## src/rtl/rtc_bus_pkg.sv

```systemverilog
// Shared types for the RTC multiplexed-bus master: FSM states, phase-length
// selector and timing helpers.
package rtc_bus_pkg;

  typedef enum logic [2:0] {
    S_IDLE, S_A_SU, S_A_STB, S_A_HLD, S_D_SU, S_D_STB, S_D_HLD, S_GAP
  } state_e;

  typedef enum logic [1:0] {PH_SU, PH_STB, PH_HLD, PH_GAP} phase_e;

  function automatic int word_period(int su, int stb, int hld, int gap);
    return 2 * (su + stb + hld) + gap;
  endfunction

  function automatic int max4(int a, int b, int c, int d);
    int m;
    m = a;
    if (b > m) m = b;
    if (c > m) m = c;
    if (d > m) m = d;
    return m;
  endfunction

endpackage

```

## src/rtl/rtc_phase_timer.sv

```systemverilog
// Loadable down-counter; last is high in the final cycle of a phase.
module rtc_phase_timer #(
  parameter int W = 3
) (
  input  logic         clk,
  input  logic         reset,
  input  logic         load,
  input  logic [W-1:0] load_val,
  output logic         last
);

  logic [W-1:0] cnt;

  always_ff @(posedge clk) begin
    if (reset)           cnt <= '0;
    else if (load)       cnt <= load_val;
    else if (cnt != '0)  cnt <= cnt - 1'b1;
  end

  assign last = (cnt == '0);

endmodule

```

## src/rtl/rtc_mux_bus_master.sv

```systemverilog
// Burst read/write master for the RTC multiplexed AD bus: per word one
// address phase, one data phase and a chip-select gap.
module rtc_mux_bus_master
  import rtc_bus_pkg::*;
#(
  parameter int DATA_W = 8,
  parameter int ADDR_W = 8,
  parameter int LEN_W  = 4,
  parameter int T_SU   = 2,
  parameter int T_STB  = 4,
  parameter int T_HLD  = 2,
  parameter int T_GAP  = 4
) (
  input  logic              clk,
  input  logic              reset,
  input  logic              cmd_valid,
  output logic              cmd_ready,
  input  logic              cmd_write,
  input  logic [ADDR_W-1:0] cmd_addr,
  input  logic [LEN_W-1:0]  cmd_len,
  input  logic              abort,
  output logic              wr_pull,
  input  logic [DATA_W-1:0] wr_data,
  output logic [DATA_W-1:0] rd_data,
  output logic              rd_valid,
  output logic [LEN_W-1:0]  rd_index,
  output logic              busy,
  output logic              done,
  output logic              aborted,
  output logic              cs_n,
  output logic              wr_n,
  output logic              rd_n,
  output logic              a_d,
  output logic [DATA_W-1:0] ad_out,
  output logic              ad_oe,
  input  logic [DATA_W-1:0] ad_in
);

  localparam int TMAX = max4(T_SU, T_STB, T_HLD, T_GAP);
  localparam int TW   = $clog2(TMAX) + 1;

  state_e            state, nstate;
  phase_e            ph;
  logic              load, last;
  logic [TW-1:0]     load_val;

  logic              write_q, abort_q;
  logic [ADDR_W-1:0] addr_q;
  logic [LEN_W-1:0]  len_q, word_q;
  logic [DATA_W-1:0] wdata_q, addr_ext;
  logic              accept, more, stop, addr_ph, data_ph;

  assign accept = cmd_valid & cmd_ready;
  assign more   = (word_q != len_q);
  // An abort arriving in the very cycle of the word-boundary decision counts.
  assign stop   = abort_q | abort;

  always_comb begin
    case (ph)
      PH_SU:   load_val = TW'(T_SU - 1);
      PH_STB:  load_val = TW'(T_STB - 1);
      PH_HLD:  load_val = TW'(T_HLD - 1);
      default: load_val = TW'(T_GAP - 1);
    endcase
  end

  rtc_phase_timer #(.W(TW)) u_timer (
    .clk      (clk),
    .reset    (reset),
    .load     (load),
    .load_val (load_val),
    .last     (last)
  );

  always_ff @(posedge clk) begin
    if (reset) state <= S_IDLE;
    else       state <= nstate;
  end

  always_comb begin
    nstate = state;
    load   = 1'b0;
    ph     = PH_SU;
    case (state)
      S_IDLE:  if (cmd_valid) begin nstate = S_A_SU;  load = 1'b1; ph = PH_SU;  end
      S_A_SU:  if (last)      begin nstate = S_A_STB; load = 1'b1; ph = PH_STB; end
      S_A_STB: if (last)      begin nstate = S_A_HLD; load = 1'b1; ph = PH_HLD; end
      S_A_HLD: if (last)      begin nstate = S_D_SU;  load = 1'b1; ph = PH_SU;  end
      S_D_SU:  if (last)      begin nstate = S_D_STB; load = 1'b1; ph = PH_STB; end
      S_D_STB: if (last)      begin nstate = S_D_HLD; load = 1'b1; ph = PH_HLD; end
      S_D_HLD: if (last)      begin nstate = S_GAP;   load = 1'b1; ph = PH_GAP; end
      S_GAP: begin
        if (last) begin
          if (more && !stop) begin nstate = S_A_SU; load = 1'b1; ph = PH_SU; end
          else                     nstate = S_IDLE;
        end
      end
      default: nstate = S_IDLE;
    endcase
  end

  generate
    if (ADDR_W >= DATA_W) begin : g_trunc
      assign addr_ext = addr_q[DATA_W-1:0];
    end else begin : g_zext
      assign addr_ext = {{(DATA_W-ADDR_W){1'b0}}, addr_q};
    end
  endgenerate

  assign addr_ph   = (state == S_A_SU) || (state == S_A_STB) || (state == S_A_HLD);
  assign data_ph   = (state == S_D_SU) || (state == S_D_STB) || (state == S_D_HLD);
  assign cmd_ready = (state == S_IDLE);
  assign busy      = (state != S_IDLE);
  assign cs_n      = !(addr_ph || data_ph);
  assign a_d       = data_ph;
  assign ad_oe     = addr_ph || (data_ph && write_q);
  assign ad_out    = addr_ph ? addr_ext : ((data_ph && write_q) ? wdata_q : '0);
  // The address is always latched with the write strobe, even for reads.
  assign wr_n      = !((state == S_A_STB) || (state == S_D_STB && write_q));
  assign rd_n      = !(state == S_D_STB && !write_q);
  assign wr_pull   = (state == S_A_HLD) && last && write_q;

  always_ff @(posedge clk) begin
    if (reset) begin
      write_q  <= 1'b0;
      abort_q  <= 1'b0;
      addr_q   <= '0;
      len_q    <= '0;
      word_q   <= '0;
      wdata_q  <= '0;
      rd_data  <= '0;
      rd_valid <= 1'b0;
      rd_index <= '0;
      done     <= 1'b0;
      aborted  <= 1'b0;
    end else begin
      rd_valid <= 1'b0;
      done     <= 1'b0;
      aborted  <= 1'b0;
      if (accept) begin
        write_q <= cmd_write;
        addr_q  <= cmd_addr;
        len_q   <= cmd_len;
        word_q  <= '0;
        abort_q <= 1'b0;
      end else if (state != S_IDLE && abort) begin
        abort_q <= 1'b1;
      end
      if (wr_pull) wdata_q <= wr_data;
      if (state == S_D_STB && last && !write_q) begin
        rd_valid <= 1'b1;
        rd_data  <= ad_in;
        rd_index <= word_q;
      end
      if (state == S_GAP && last) begin
        if (more && !stop) begin
          addr_q <= addr_q + 1'b1;
          word_q <= word_q + 1'b1;
        end else begin
          done    <= 1'b1;
          aborted <= more && stop;
        end
      end
    end
  end

endmodule

```

## config.mk

```make
export PLATFORM = sky130hd
export DESIGN_NAME = rtc_mux_bus_master
export DESIGN_NICKNAME = d
export VERILOG_FILES = /design/src/rtl/rtc_bus_pkg.sv /design/src/rtl/rtc_phase_timer.sv /design/src/rtl/rtc_mux_bus_master.sv
export SDC_FILE = /design/constraint.sdc
export NUM_CORES = 1
export LEC_CHECK = 0
export BUFFER_PORTS_ARGS = -buffer_cell sky130_fd_sc_hd__buf_2
export CAP_MARGIN = 0
export CORE_ASPECT_RATIO = 0.75
export CORE_MARGIN = 2
export CORE_UTILIZATION = 47
export CTS_CLUSTER_SIZE = 25
export DETAILED_ROUTE_END_ITERATION = 12
export GPL_TIMING_DRIVEN = 0
export PLACE_DENSITY = 0.72
export SLEW_MARGIN = 20
export SYNTH_ARGS = -nofsm -noshare
export SYNTH_HDL_FRONTEND = slang
export SYNTH_SLANG_ARGS = --single-unit
```

## constraint.sdc

```tcl
create_clock -name clk -period 1.74 [get_ports clk]
set_clock_uncertainty 0.1 [all_clocks]
set_input_delay 0.174 -clock clk [delete_from_list [all_inputs] [get_ports clk]]
set_output_delay 0.174 -clock clk [all_outputs]
set_load 0.03 [all_outputs]
```

# Word-level counts from Yosys, hierarchy flattened
# Cells that the tools add are included.
op_classes:
  addsub: 3
  multipliers: 0
  n_div: 0
  order_cmp: 0
  eq_ne: 17
  n_shift: 0
  n_mux: 32
  n_bitwise: 3
  n_reduce_logical: 38
op_table:
  columns: ["op", "count"]
  rows:
  - ["8-bit 2-to-1 mux", 5]
  - ["3-bit 2-to-1 mux", 10]
  - ["3-bit case mux with 8 select lines", 1]
  - ["2-bit != test, second input constant", 8]
  - ["3-bit == test, second input constant", 4]
  - ["4-bit 2-to-1 mux", 3]
  - ["1-bit logical AND", 11]
  - ["2-bit OR reduction", 5]
  - ["8-bit by 1-bit adder with 8-bit output, second input constant", 1]
  - ["1-bit 2-to-1 mux", 8]
  - ["2-bit case mux with 4 select lines", 1]
  - ["8-bit AND reduction", 1]
  - ["1-bit logical OR", 7]
  - ["3-bit by 2-bit == test with 1-bit output, second input constant", 2]
  - ["3-bit logical NOT", 2]
  - ["2-bit 2-to-1 mux", 3]
  - ["3-bit nonzero test", 2]
  - ["3-bit OR reduction", 2]
  - ["6-bit OR reduction", 1]
  - ["1-bit logical NOT", 5]
  - ["4-bit by 1-bit adder with 4-bit output, second input constant", 1]
  - ["4-bit != test", 1]
  - ["3-bit by 1-bit == test with 1-bit output, second input constant", 1]
  - ["1-bit case mux with 3 select lines", 1]
  - ["7 further kinds", 7]
totals:
  regBits: 47
  latchBits: 0
  mem_bits_rw: 0
  rom_bits: 0
  in_bits: 33
  mem_count: 0

# Depth between registers and ports, before layout
# Gate-level depths: netlist of run 1.
logic_depth:
  ltp_word: 7
  ltp_mapped: 8
  depth_no_buf: 6

# Modules after synthesis
# From an unflattened synthesis of run 1, not the netlist that was laid out.
hier_totals:
  hier_cells: 295
  hier_area_um2: 2452.4
by_module_without_submodules:
  columns: ["module", "n_inst", "cells_each", "area_each_um2", "seq_area_each_um2"]
  rows:
  - ["rtc_mux_bus_master", 1, 273, 2245.9, 880.8]
  - ["rtc_phase_timer", 1, 22, 206.4, 60.1]

# Worst setup path before layout of run 1
# OpenSTA, ideal clock, no wires.
synth_timing:
  path_type: "reg2out"
  from: "reg state[2]"
  to: "out cs_n"
  arrival_time_ns: 2.091
  t_required_ns: 1.466
  slack_ns: -0.625
  path_stages_with_launch: 5
  n_path_buf: 1
  cell_sequence: "dfxtp_1 buf_2 nor3_1 inv_1 nand2_1"
synth_via:
  elab_chain_cells: 5
  word_cells_on_any_way: 12
  classes_between: "6 x eq/ne; 6 x reduce/logical"
synth_rtl:
  columns: ["item", "line", "text"]
  rows:
  - ["start: declaration", "rtc_mux_bus_master.sv:42", "state_e state, nstate;"]
  - ["start signal: assignment", "rtc_mux_bus_master.sv:77", "else state <= nstate;"]
  - ["3-bit by 1-bit == test with 1-bit output (tied with other cells)", "rtc_mux_bus_master.sv:110", "assign addr_ph = (state == S_A_SU) || (state == S_A_STB) || (state == S_A_HLD);"]
  - ["1-bit logical OR (on tied branches) (2 in a row)", "rtc_mux_bus_master.sv:110, rtc_mux_bus_master.sv:111", null]
  - ["1-bit logical OR (*)", "rtc_mux_bus_master.sv:114", "assign cs_n = !(addr_ph || data_ph);"]
  - ["1-bit logical NOT (*)", "rtc_mux_bus_master.sv:114", null]
  - ["end: declaration", "rtc_mux_bus_master.sv:30", "output logic cs_n,"]
# Mark *: on every way between the ends. The rest lies on a longest branch, timed or not.

# Worst setup path in the final report of run 1
layout_timing:
  from: "reg state[2]"
  to: "reg addr_q[3] (netlist: addr_ext[3])"
layout_via:
  elab_chain_cells: 5
  word_cells_on_any_way: 7
  classes_between: "1 x eq/ne; 3 x mux; 1 x bitwise; 2 x reduce/logical"
layout_rtl:
  columns: ["item", "line", "text"]
  rows:
  - ["3-bit logical NOT", "rtc_mux_bus_master.sv:112", "assign cmd_ready = (state == S_IDLE);"]
  - ["1-bit AND", "rtc_mux_bus_master.sv:53", "assign accept = cmd_valid & cmd_ready;"]
  - ["8-bit 2-to-1 mux", "rtc_mux_bus_master.sv:140", "if (accept) begin"]
  - ["8-bit 2-to-1 mux", "rtc_mux_bus_master.sv:156", "if (more && !stop) begin"]
  - ["8-bit 2-to-1 mux (*)", "rtc_mux_bus_master.sv:155", "if (state == S_GAP && last) begin"]
  - ["end signal: assignment", "rtc_mux_bus_master.sv:142", "addr_q <= cmd_addr;"]
  - ["end signal: assignment", "rtc_mux_bus_master.sv:157", "addr_q <= addr_q + 1'b1;"]
  - ["end: declaration", "rtc_mux_bus_master.sv:48", "logic [ADDR_W-1:0] addr_q;"]
# Marks and branches as above.
# A chain may end at the register's enable or synchronous reset.

==> flow_summary_export.csv, run 1 <==
group,metric,value,unit
final_layout,final_nets,408,
critical_path,crit_fanout,8,
status,outcome,"complete, but fails checks",
critical_path,crit_cells,6,
final_layout,fillCellCount,381,
die,ios,64,
hold_path,holdCritPathClass,"input port to flop",
global_routing,grt_pass1_wl,11600,um
power,p_leak,1.40,nW
clock_network,cts_buffers,5,
clock_network,h-tree-depth,2,
critical_path,worst_path_largest_cell_delay,0.49,ns
yosys,synthArstFlopShare,0,
sta,slew_headroom,0.594,
yosys,synth_top_family_by_area,"simple AND/OR/NAND/NOR gates",
final_layout,diodes,0,
die,fp.coreArea,4790,um2
hold_path,hold_depth,3,
job,cap_violations,0,
placement,place_congestion,0.811,
critical_path,setup.worst_path.start_class,"flop",
critical_path,crit_buf_inv,2,
die,start_util,0.480,
routing,ant_nets,0,
placement,place_hpwl,4350,um
yosys,synthMuxAreaShare,0.0435,
routing,wire_per_inst,16.5,um
routing,vias,2486,
yosys,synth_compound_area_frac,0.220,
die,die_w,84.8,um
yosys,synth_cell_types,48,
clock_network,cts.clk_slew.worst_paths,0.09,ns
sta,min_period,1.80,ns
global_routing,antenna_found_initial,0,
sta,fin_crit_sh,1.03,
clock_network,numClockSinks,47,
critical_path,cp.required,1.87,ns
critical_path,critical_path_class,"flop to flop",
global_routing,first_global_vias,2358,
yosys,synthSimpleGateAreaFrac,0.233,
die,std_cell_rows,22,
critical_path,cp-end-kind,"flop",
critical_path,crit_chain,"buf_4 -> and2_1 -> nand3_2 -> buf_6 -> or4_4 -> a31oi_4",
die,die_h,64.6,um
critical_path,crit_arrival,1.93,ns
sta,rsz0062_at_grt,"yes",
power,cellPowerDensity,1200,nW/um2
sta,layout_setup_ws,-0.0607,ns
placement,portBuffers,63,
clock_network,worstSkewPairLatency,0.30,ns
sta,worst_slew_pin_slew,0.610,ns
yosys,synth-edff-count,0,
routing,drt_drc_violations_left,0,
sta,hold_viol,0,
die,dieArea,5470,um2
yosys,ys_ff_latch,47,
global_routing,grt_max_degree,16,
global_routing,gr-total-overflow,0,
power,ir_worst_vdd,0.000840,V
yosys,yosys_warnings,0,
yosys,synthCells,271,
clock_network,cts_tree,"yes",
yosys,ys.flop_type,"dfxtp_1",
global_routing,track_usage,0.262,
critical_path,r2r_cells,6,
routing,vias_per_cell,5.75,
routing,wirelength,7130,um
yosys,yosysSeqAreaShare,0.409,
sta,holdWs,0.00153,ns
critical_path,cp_top_family,"simple AND/OR/NAND/NOR gates",
yosys,syn_nets,308,
yosys,synth_xor_area_frac,0.0261,
status,violations,"negative setup slack",
yosys,synthesis.area,2300,um2
clock_network,cts_buffer_depth,2,
routing,dr.first_iter.drc_count,143,
routing,drt_first_pass_iters,4,
sta,finalSetupViolations,12,
yosys,synth-adder-area-share,0.0218,
final_layout,drive_above_1_share,0.454,
yosys,syn_area_per_cell,8.48,um2
final_layout,area_delta_synth_final,52.6,%
clock_network,clockRootBuffer,"clkbuf_8",
sta,timing.fmax,555,MHz
critical_path,cp_slowest_cell,"or4_4",
sta,drv_slew,0,
placement,place_ws,-0.302,ns
-- report_power, final --
| group | total [mW] | internal (mW) | leakage (nW) | switching [mW] |
|---|---|---|---|---|
| registers | 1.38 | 1.20 | 0.388 | 0.173 |
| clock network | 0.674 | 0.280 | 0.0402 | 0.394 |
| logic | 2.14 | 0.955 | 0.974 | 1.19 |
-- registers in the layout, summed over array words and instances, names as in the netlist --
signal and cells:
abort_q 1, rd_index 4, word_q 4, state 3, done 1, rd_data 8, addr_ext 8, u_timer.cnt 3
rd_valid 1, wdata_q 8, write_q 1, aborted 1, len_q 4
-- cell usage after synthesis (2+ instances only) --
| cell | count | share of area |
|---|---|---|
| inv_1 | 4 | 0.0065 |
| o21a_1 | 3 | 0.0098 |
| xor2_1 | 4 | 0.015 |
| a22o_1 | 8 | 0.030 |
| buf_2 | 10 | 0.022 |
| nand2_1 | 46 | 0.075 |
| nand3_1 | 9 | 0.020 |
| ha_1 | 4 | 0.022 |
| dfxtp_1 | 47 | 0.41 |
| nand4b_1 | 2 | 0.0076 |
| and2_1 | 4 | 0.011 |
| clkbuf_1 | 7 | 0.011 |
| nor2_1 | 19 | 0.031 |
| nor4_1 | 3 | 0.0082 |
| o211ai_1 | 10 | 0.033 |
| a21oi_1 | 22 | 0.048 |
| a31oi_1 | 10 | 0.027 |
| nor3_1 | 7 | 0.015 |
| or4_1 | 6 | 0.020 |
| a32oi_1 | 3 | 0.011 |
| o21ai_0 | 3 | 0.0065 |
| nand4_1 | 2 | 0.0054 |
| mux2i_1 | 10 | 0.044 |
| a41oi_1 | 2 | 0.0076 |
| or3_1 | 3 | 0.0082 |
-- cells in the final DEF, fill, tap and decap left out, drive strengths merged, types with 4 or more instances in the layout --
cell | netlist | final
buf | 12 | 99
nand2 | 47 | 47
dfxtp | 47 | 47
a21oi | 22 | 22
nor2 | 19 | 20
clkbuf | 7 | 11
o211ai | 10 | 10
mux2i | 10 | 10
a31oi | 10 | 10
nand3 | 9 | 9
a22o | 8 | 8
nor3 | 7 | 7
or4 | 6 | 6
dlygate4sd3 | 0 | 5
xor2 | 5 | 5
and2 | 4 | 5
inv | 4 | 4
ha | 4 | 4
-- metrics by stage --
stage          std cells  power [mW]  area, um2  TNS (ns)   util
3_3_place_gp         394        2.73       2750     -7.42  0.574
4_1_cts              425        3.96       3330    -0.269  0.696
2_1_floorplan        271        2.38       2360  -0.00690      -
6_report             432        4.19       3510    -0.503  0.732
3_5_place_dp         394        2.75       2750     -8.88  0.574
5_1_grt              432        4.39       3510     -2.29  0.732
-- worst reg2reg max path: cells and delay by family, from the launching register on --
family | cells | cell delay, ns
buf+inv | 2 | 0.28
simple gates | 3 | 0.82
compound gates | 1 | 0.16
flops | 1 | 0.37
-- cell families after synthesis --
group                      count (synthesis)
adders and majority gates                  4
AOI/OAI and AO/OA                         71
xor gates and xnor gates                   6
buffers and inverters                     23
and+or+nand+nor                          110
DFF                                       47
muxes                                     10
-- path summary, 6_finish.rpt --
path / start / endpoint / slack [ns]
max: state[2]$_SDFFE_PP0P_ / addr_ext[3]$_SDFF_PP0_ / -0.06
min: cmd_len[1] / len_q[1]$_SDFFE_PP0P_ / 0.002
max reg2reg: state[2]$_SDFFE_PP0P_ / addr_ext[3]$_SDFF_PP0_ / -0.06
min reg2reg: rd_index[3]$_SDFFE_PP0P_ / rd_index[3]$_SDFFE_PP0P_ / 0.36
-- cell type report --
cell class                      instances  area, um2  area share
Multi-Input combinational cell        203       1580       0.449
Buffer                                 17        140      0.0400
Timing Repair Buffer                   93        642       0.183
Sequential cell                        47        971       0.277
Clock inverter                          3       20.0     0.00571
Tap cell                               60       75.1      0.0214
Inverter                                4       15.0     0.00428
Clock buffer                            5       68.8      0.0196
-- metal layers --
layer / vias to the layer above / global-route usage / wire [um]
li1: 1191 / - / -
met5: - / 0 / 0
met2: 85 / 0.411 / 3390
met3: 8 / 0.0573 / 447
met4: 0 / 0.0655 / 78
met1: 1202 / 0.369 / 3220
-- timing repair --
action / CTS / global route
hold buffers: 3 / 2
setup buffers: 20 / 5
hold endpoints to repair: 3 / 2
pin swaps: 17 / 17
endpoints found under the setup margin: 53 / 52
gates resized for setup: 83 / 28
gates cloned: 2 / 0
Power figures use the tool's default switching activity.
==> run 2, diff against run 1 <==
--- a/config.mk
+++ b/config.mk
@@ -9,11 +9,13 @@
 export CAP_MARGIN = 0
 export CORE_ASPECT_RATIO = 0.75
 export CORE_MARGIN = 2
-export CORE_UTILIZATION = 47
+export CORE_UTILIZATION = 49
+export CTS_BUF_LIST = sky130_fd_sc_hd__clkbuf_8
 export CTS_CLUSTER_SIZE = 25
 export DETAILED_ROUTE_END_ITERATION = 12
 export GPL_TIMING_DRIVEN = 0
-export PLACE_DENSITY = 0.72
+export MAX_ROUTING_LAYER = met4
+export PLACE_DENSITY = 0.75
 export SLEW_MARGIN = 20
 export SYNTH_ARGS = -nofsm -noshare
 export SYNTH_HDL_FRONTEND = slang
==> flow_summary_export.csv, run 2 (same netlist as run 1, synthesis figures left out) <==
group,metric,value,unit
clock_network,cts.clk_slew.worst_paths,0.09,ns
final_layout,utilization,0.802,
power,p_leak,1.48,nW
routing,ant_nets,0,
routing,wirelength,8070,um
global_routing,track_usage,0.298,
critical_path,crit_arrival,1.93,ns
global_routing,first_global_vias,2413,
global_routing,grt_max_degree,15,
final_layout,final_nets,417,
routing,dr.first_iter.drc_count,277,
clock_network,worstSkewPairLatency,0.30,ns
clock_network,clockRootBuffer,"clkbuf_8",
clock_network,cts_buffers,5,
status,violations,"negative setup slack",
die,ios,64,
critical_path,cp-end-kind,"flop",
critical_path,setup.worst_path.start_class,"flop",
global_routing,grt_pass1_wl,12200,um
sta,worst_slew_pin_slew,0.568,ns
critical_path,cp.required,1.87,ns
sta,fin_crit_sh,1.03,
routing,vias_per_cell,6.09,
routing,drt_drc_violations_left,0,
power,ir_worst_vdd,0.000935,V
final_layout,drive_above_1_share,0.470,
power,cellPowerDensity,1270,nW/um2
final_layout,multi_input_area,1580,um2
die,die_w,83.1,um
sta,hold_viol,0,
global_routing,antenna_found_initial,0,
die,std_cell_rows,21,
final_layout,layout_commonest_cell,"buf_2",
placement,place_congestion,0.819,
job,cap_violations,0,
final_layout,area_delta_synth_final,56.8,%
final_layout,fillCellCount,273,
hold_path,holdCritPathClass,"input port to flop",
sta,rsz0062_at_grt,"yes",
placement,portBuffers,63,
critical_path,critical_path_class,"flop to flop",
die,fp.coreArea,4490,um2
placement,place_hpwl,4270,um
power,p_total,4.57,mW
sta,drv_slew,0,
die,start_util,0.512,
sta,finalSetupViolations,17,
critical_path,crit_fanout,5,
final_layout,layout_common_cells,"54 x buf_2, 42 x nand2_1, 34 x dfxtp_1",
placement,place_ws,-0.308,ns
global_routing,gr-total-overflow,0,
final_layout,seqCellArea,975,um2
sta,slew_headroom,0.621,
final_layout,diodes,0,
clock_network,cts_tree,"yes",
clock_network,numClockSinks,47,
sta,timing.fmax,556,MHz
routing,drt_first_pass_iters,6,
die,dieArea,5260,um2
sta,layout_setup_ws,-0.0586,ns
routing,wire_per_inst,18.4,um
sta,min_period,1.80,ns
status,outcome,"complete, but fails checks",
routing,vias,2666,
die,die_h,63.3,um
clock_network,h-tree-depth,2,
clock_network,cts_buffer_depth,2,
## run 2: cell types whose count changed in the layout (fill, tap and decap cells not counted), sizes merged
cell and change:
bufinv +1, dlygate4sd3 -2, buf +9, clkbuf +2, o41ai +1, clkinvlp -2
## run 2: worst max-delay path, cell delays in order, from the launching register on
cell	delay, ns
dfxtp_4	0.38
xor2_4	0.20
o41ai_4	0.53
buf_4	0.23
o211ai_1	0.11
a31oi_1	0.18
## run 2: layout make-up
cell class,instances,area share
buffer,16,0.0361
clock buffer,6,0.0229
sequential,47,0.270
multi-input combinational,204,0.437
timing repair buffer,102,0.200
inverter,4,0.00417
tap,57,0.0198
clock inverter,2,0.00972
## run 2: report_power, final
group	leakage, nW	internal (mW)	switching, mW
clock	0.0612	0.465	0.384
sequential	0.389	1.20	0.169
combinational	1.03	1.07	1.28
total	1.48	2.74	1.83
## run 2: per-layer routing
metal	track usage	part of all wire	wire length, um	vias to the layer above
li1	-	-	-	1213
met2	0.467	0.47	3790	159
met4	0.0922	0.026	206	0
met3	0.0577	0.081	652	26
met5	-	0	0	-
met1	0.392	0.42	3420	1268
## run 2: metrics by stage
step	TNS, ns	hold slack, ns	cells	instance area (um2)
finish	-0.342	0.00248	438	3600
global route	-2.09	0.0101	438	3600
CTS	-0.0976	0.000152	430	3420
detailed placement	-9.19	0.321	391	2740
global placement	-7.32	0.306	391	2740
floorplan	-0.00690	0.210	271	2360
## run 2: final timing paths
path | startpoint | end | slack (ns) | cells after the start
setup / recovery | word_q[3]$_SDFF_PP0_ | addr_ext[4]$_SDFF_PP0_ | -0.06 | 5
hold / removal | ad_in[6] | rd_data[6]$_SDFFE_PP0P_ | 0.002 | 3
setup reg to reg | word_q[3]$_SDFF_PP0_ | addr_ext[4]$_SDFF_PP0_ | -0.06 | 5
hold reg to reg | rd_data[3]$_SDFFE_PP0P_ | rd_data[3]$_SDFFE_PP0P_ | 0.36 | 2
## run 2: what timing repair did
action / 4_1_cts / 5_1_grt
gates resized for setup: 84 / 35
cloned: 4 / 0
hold buffers: 3 / 0
setup buffers: 26 / 10
pin swaps: 15 / 30
hold endpoints to repair: 3 / 0
setup endpoints to repair: 54 / 48
==> run 3, diff against run 2 <==
--- a/config.mk
+++ b/config.mk
@@ -5,9 +5,10 @@
 export SDC_FILE = /design/constraint.sdc
 export NUM_CORES = 1
 export LEC_CHECK = 0
+export ABC_CLOCK_PERIOD_IN_PS = 1740
 export BUFFER_PORTS_ARGS = -buffer_cell sky130_fd_sc_hd__buf_2
 export CAP_MARGIN = 0
-export CORE_ASPECT_RATIO = 0.75
+export CORE_ASPECT_RATIO = 0.7
 export CORE_MARGIN = 2
 export CORE_UTILIZATION = 49
 export CTS_BUF_LIST = sky130_fd_sc_hd__clkbuf_8
==> flow_summary_export.csv, run 3 (same netlist as run 1, synthesis figures left out) <==
group,metric,value,unit
status,outcome,"complete, but fails checks",
status,violations,"design-rule violations, negative setup slack",
sta,timing.fmax,541,MHz
power,ir_worst_vdd,0.000914,V
clock_network,numClockSinks,47,
routing,vias,2532,
die,fp.coreArea,4430,um2
sta,min_period,1.85,ns
power,power_switching,1.81,mW
final_layout,diodes,0,
routing,drt_first_pass_iters,9,
clock_network,h-tree-depth,2,
global_routing,gr-total-overflow,0,
placement,portBuffers,63,
critical_path,critical_path_class,"flop to flop",
clock_network,cts_tree,"yes",
power,pwr-share-clk,0.156,
power,seq_power_share,0.319,
sta,tns,-0.494,ns
die,start_util,0.519,
global_routing,first_global_vias,2181,
routing,dr.first_iter.drc_count,179,
final_layout,area_delta_synth_final,52.7,%
die,ios,64,
die,std_cell_rows,20,
clock_network,worstSkewPairLatency,0.30,ns
die,die_h,61.3,um
die,dieArea,5260,um2
sta,rsz0062_at_grt,"yes",
routing,drt_drc_violations_left,4,
sta,layout_setup_ws,-0.109,ns
critical_path,setup.worst_path.start_class,"flop",
global_routing,antenna_found_initial,0,
routing,vias_per_cell,5.90,
global_routing,grt_pass1_wl,10700,um
routing,wire_per_inst,17.3,um
routing,wirelength,7410,um
final_layout,layout_commonest_cell,"buf_2",
critical_path,crit_fanout,10,
final_layout,drive_above_1_share,0.439,
global_routing,track_usage,0.273,
sta,finalSetupViolations,17,
critical_path,cp.required,1.82,ns
global_routing,grt_max_degree,16,
placement,place_hpwl,4240,um
power,p_total,4.31,mW
final_layout,layout_common_cells,"52 x buf_2, 43 x nand2_1, 36 x dfxtp_1",
power,cellPowerDensity,1230,nW/um2
critical_path,cp-end-kind,"flop",
die,die_w,85.9,um
sta,worst_slew_pin_slew,0.558,ns
clock_network,cts_buffers,5,
hold_path,holdCritPathClass,"input port to flop",
sta,drv_slew,0,
clock_network,cts.clk_slew.worst_paths,0.09,ns
sta,hold_viol,0,
clock_network,clockRootBuffer,"clkbuf_8",
power,p_int,2.50,mW
job,cap_violations,0,
power,p_sw_frac,0.421,
placement,place_congestion,0.841,
final_layout,final_nets,410,
routing,ant_nets,0,
sta,fin_crit_sh,1.06,
critical_path,crit_arrival,1.93,ns
sta,slew_headroom,0.628,
power,p_leak,1.41,nW
power,power_frac_comb,0.525,
clock_network,cts_buffer_depth,2,
## run 3: cell types whose count changed in the layout (fill, tap and decap cells not counted), moves of 2 or more
cell           delta
clkinvlp_4        +2
dlygate4sd3_1     +5
buf_6             -5
dfxtp_1           +2
dfxtp_4           -2
buf_2             -2
buf_4             -5
## run 3: area by class of cell
cell class | count | area [um2]
multi-input combinational | 205 | 1580
sequential | 47 | 967
fill | 285 | 918
timing repair buffer | 94 | 648
buffer | 16 | 140
clock buffer | 5 | 68.8
tap | 55 | 68.8
clock inverter | 3 | 20.0
inverter | 4 | 15.0
## run 3: what timing repair did
action,CTS,global route
cloned,4,1
resized for setup,83,29
pin swaps,19,25
setup endpoints to repair,53,49
setup buffers,12,10
hold buffers,8,0
hold endpoints to repair,8,0
## run 3: final timing paths
check,slack [ns],startpoint,endpoint,cells past startpoint
setup / recovery,-0.11,state[2]$_SDFFE_PP0P_,state[0]$_SDFFE_PP0P_,7
hold / removal,0.006,wr_data[7],wdata_q[7]$_SDFFE_PP0P_,3
setup reg to reg,-0.11,state[2]$_SDFFE_PP0P_,state[0]$_SDFFE_PP0P_,7
hold reg to reg,0.35,rd_data[3]$_SDFFE_PP0P_,rd_data[3]$_SDFFE_PP0P_,2
## run 3: per-stage QoR
step           setup slack [ns]  hold WS [ns]  instance area (um2)  std cells  utilization
6_report                 -0.109       0.00576                 3510        429        0.793
5_1_grt                  -0.135       0.00501                 3510        429        0.793
4_1_cts                 -0.0442      0.000442                 3320        419        0.749
3_5_place_dp             -0.304         0.318                 2740        389        0.619
3_3_place_gp             -0.296         0.309                 2740        389        0.619
2_1_floorplan          -0.00690         0.210                 2360        271            -
## run 3: routing by layer
metal / routed length (um) / GRT usage / vias up
li1: - / - / 1208
met1: 3370 / 0.375 / 1221
met2: 3470 / 0.430 / 92
met3: 473 / 0.0442 / 11
met4: 95 / 0.0635 / 0
met5: 0 / - / -
## run 3: power by group through the flow
| stage | Sequential (mW) | Combinational (mW) | Clock [mW] |
|---|---|---|---|
| detailed placement | 1.35 | 1.40 | 0 |
| CTS | 1.36 | 1.89 | 0.685 |
| global placement | 1.34 | 1.39 | 0 |
| finish | 1.37 | 2.26 | 0.671 |
| global route | 1.39 | 2.38 | 0.716 |
| floorplan | 1.31 | 1.06 | 0 |
## run 3: critical path: stages, from the launching register on
cell and delay (ns):
dfxtp_4 0.36, buf_8 0.11, buf_4 0.17, nor3_4 0.23
buf_4 0.16, nand2_4 0.04, clkbuf_4 0.19, a221oi_1 0.36
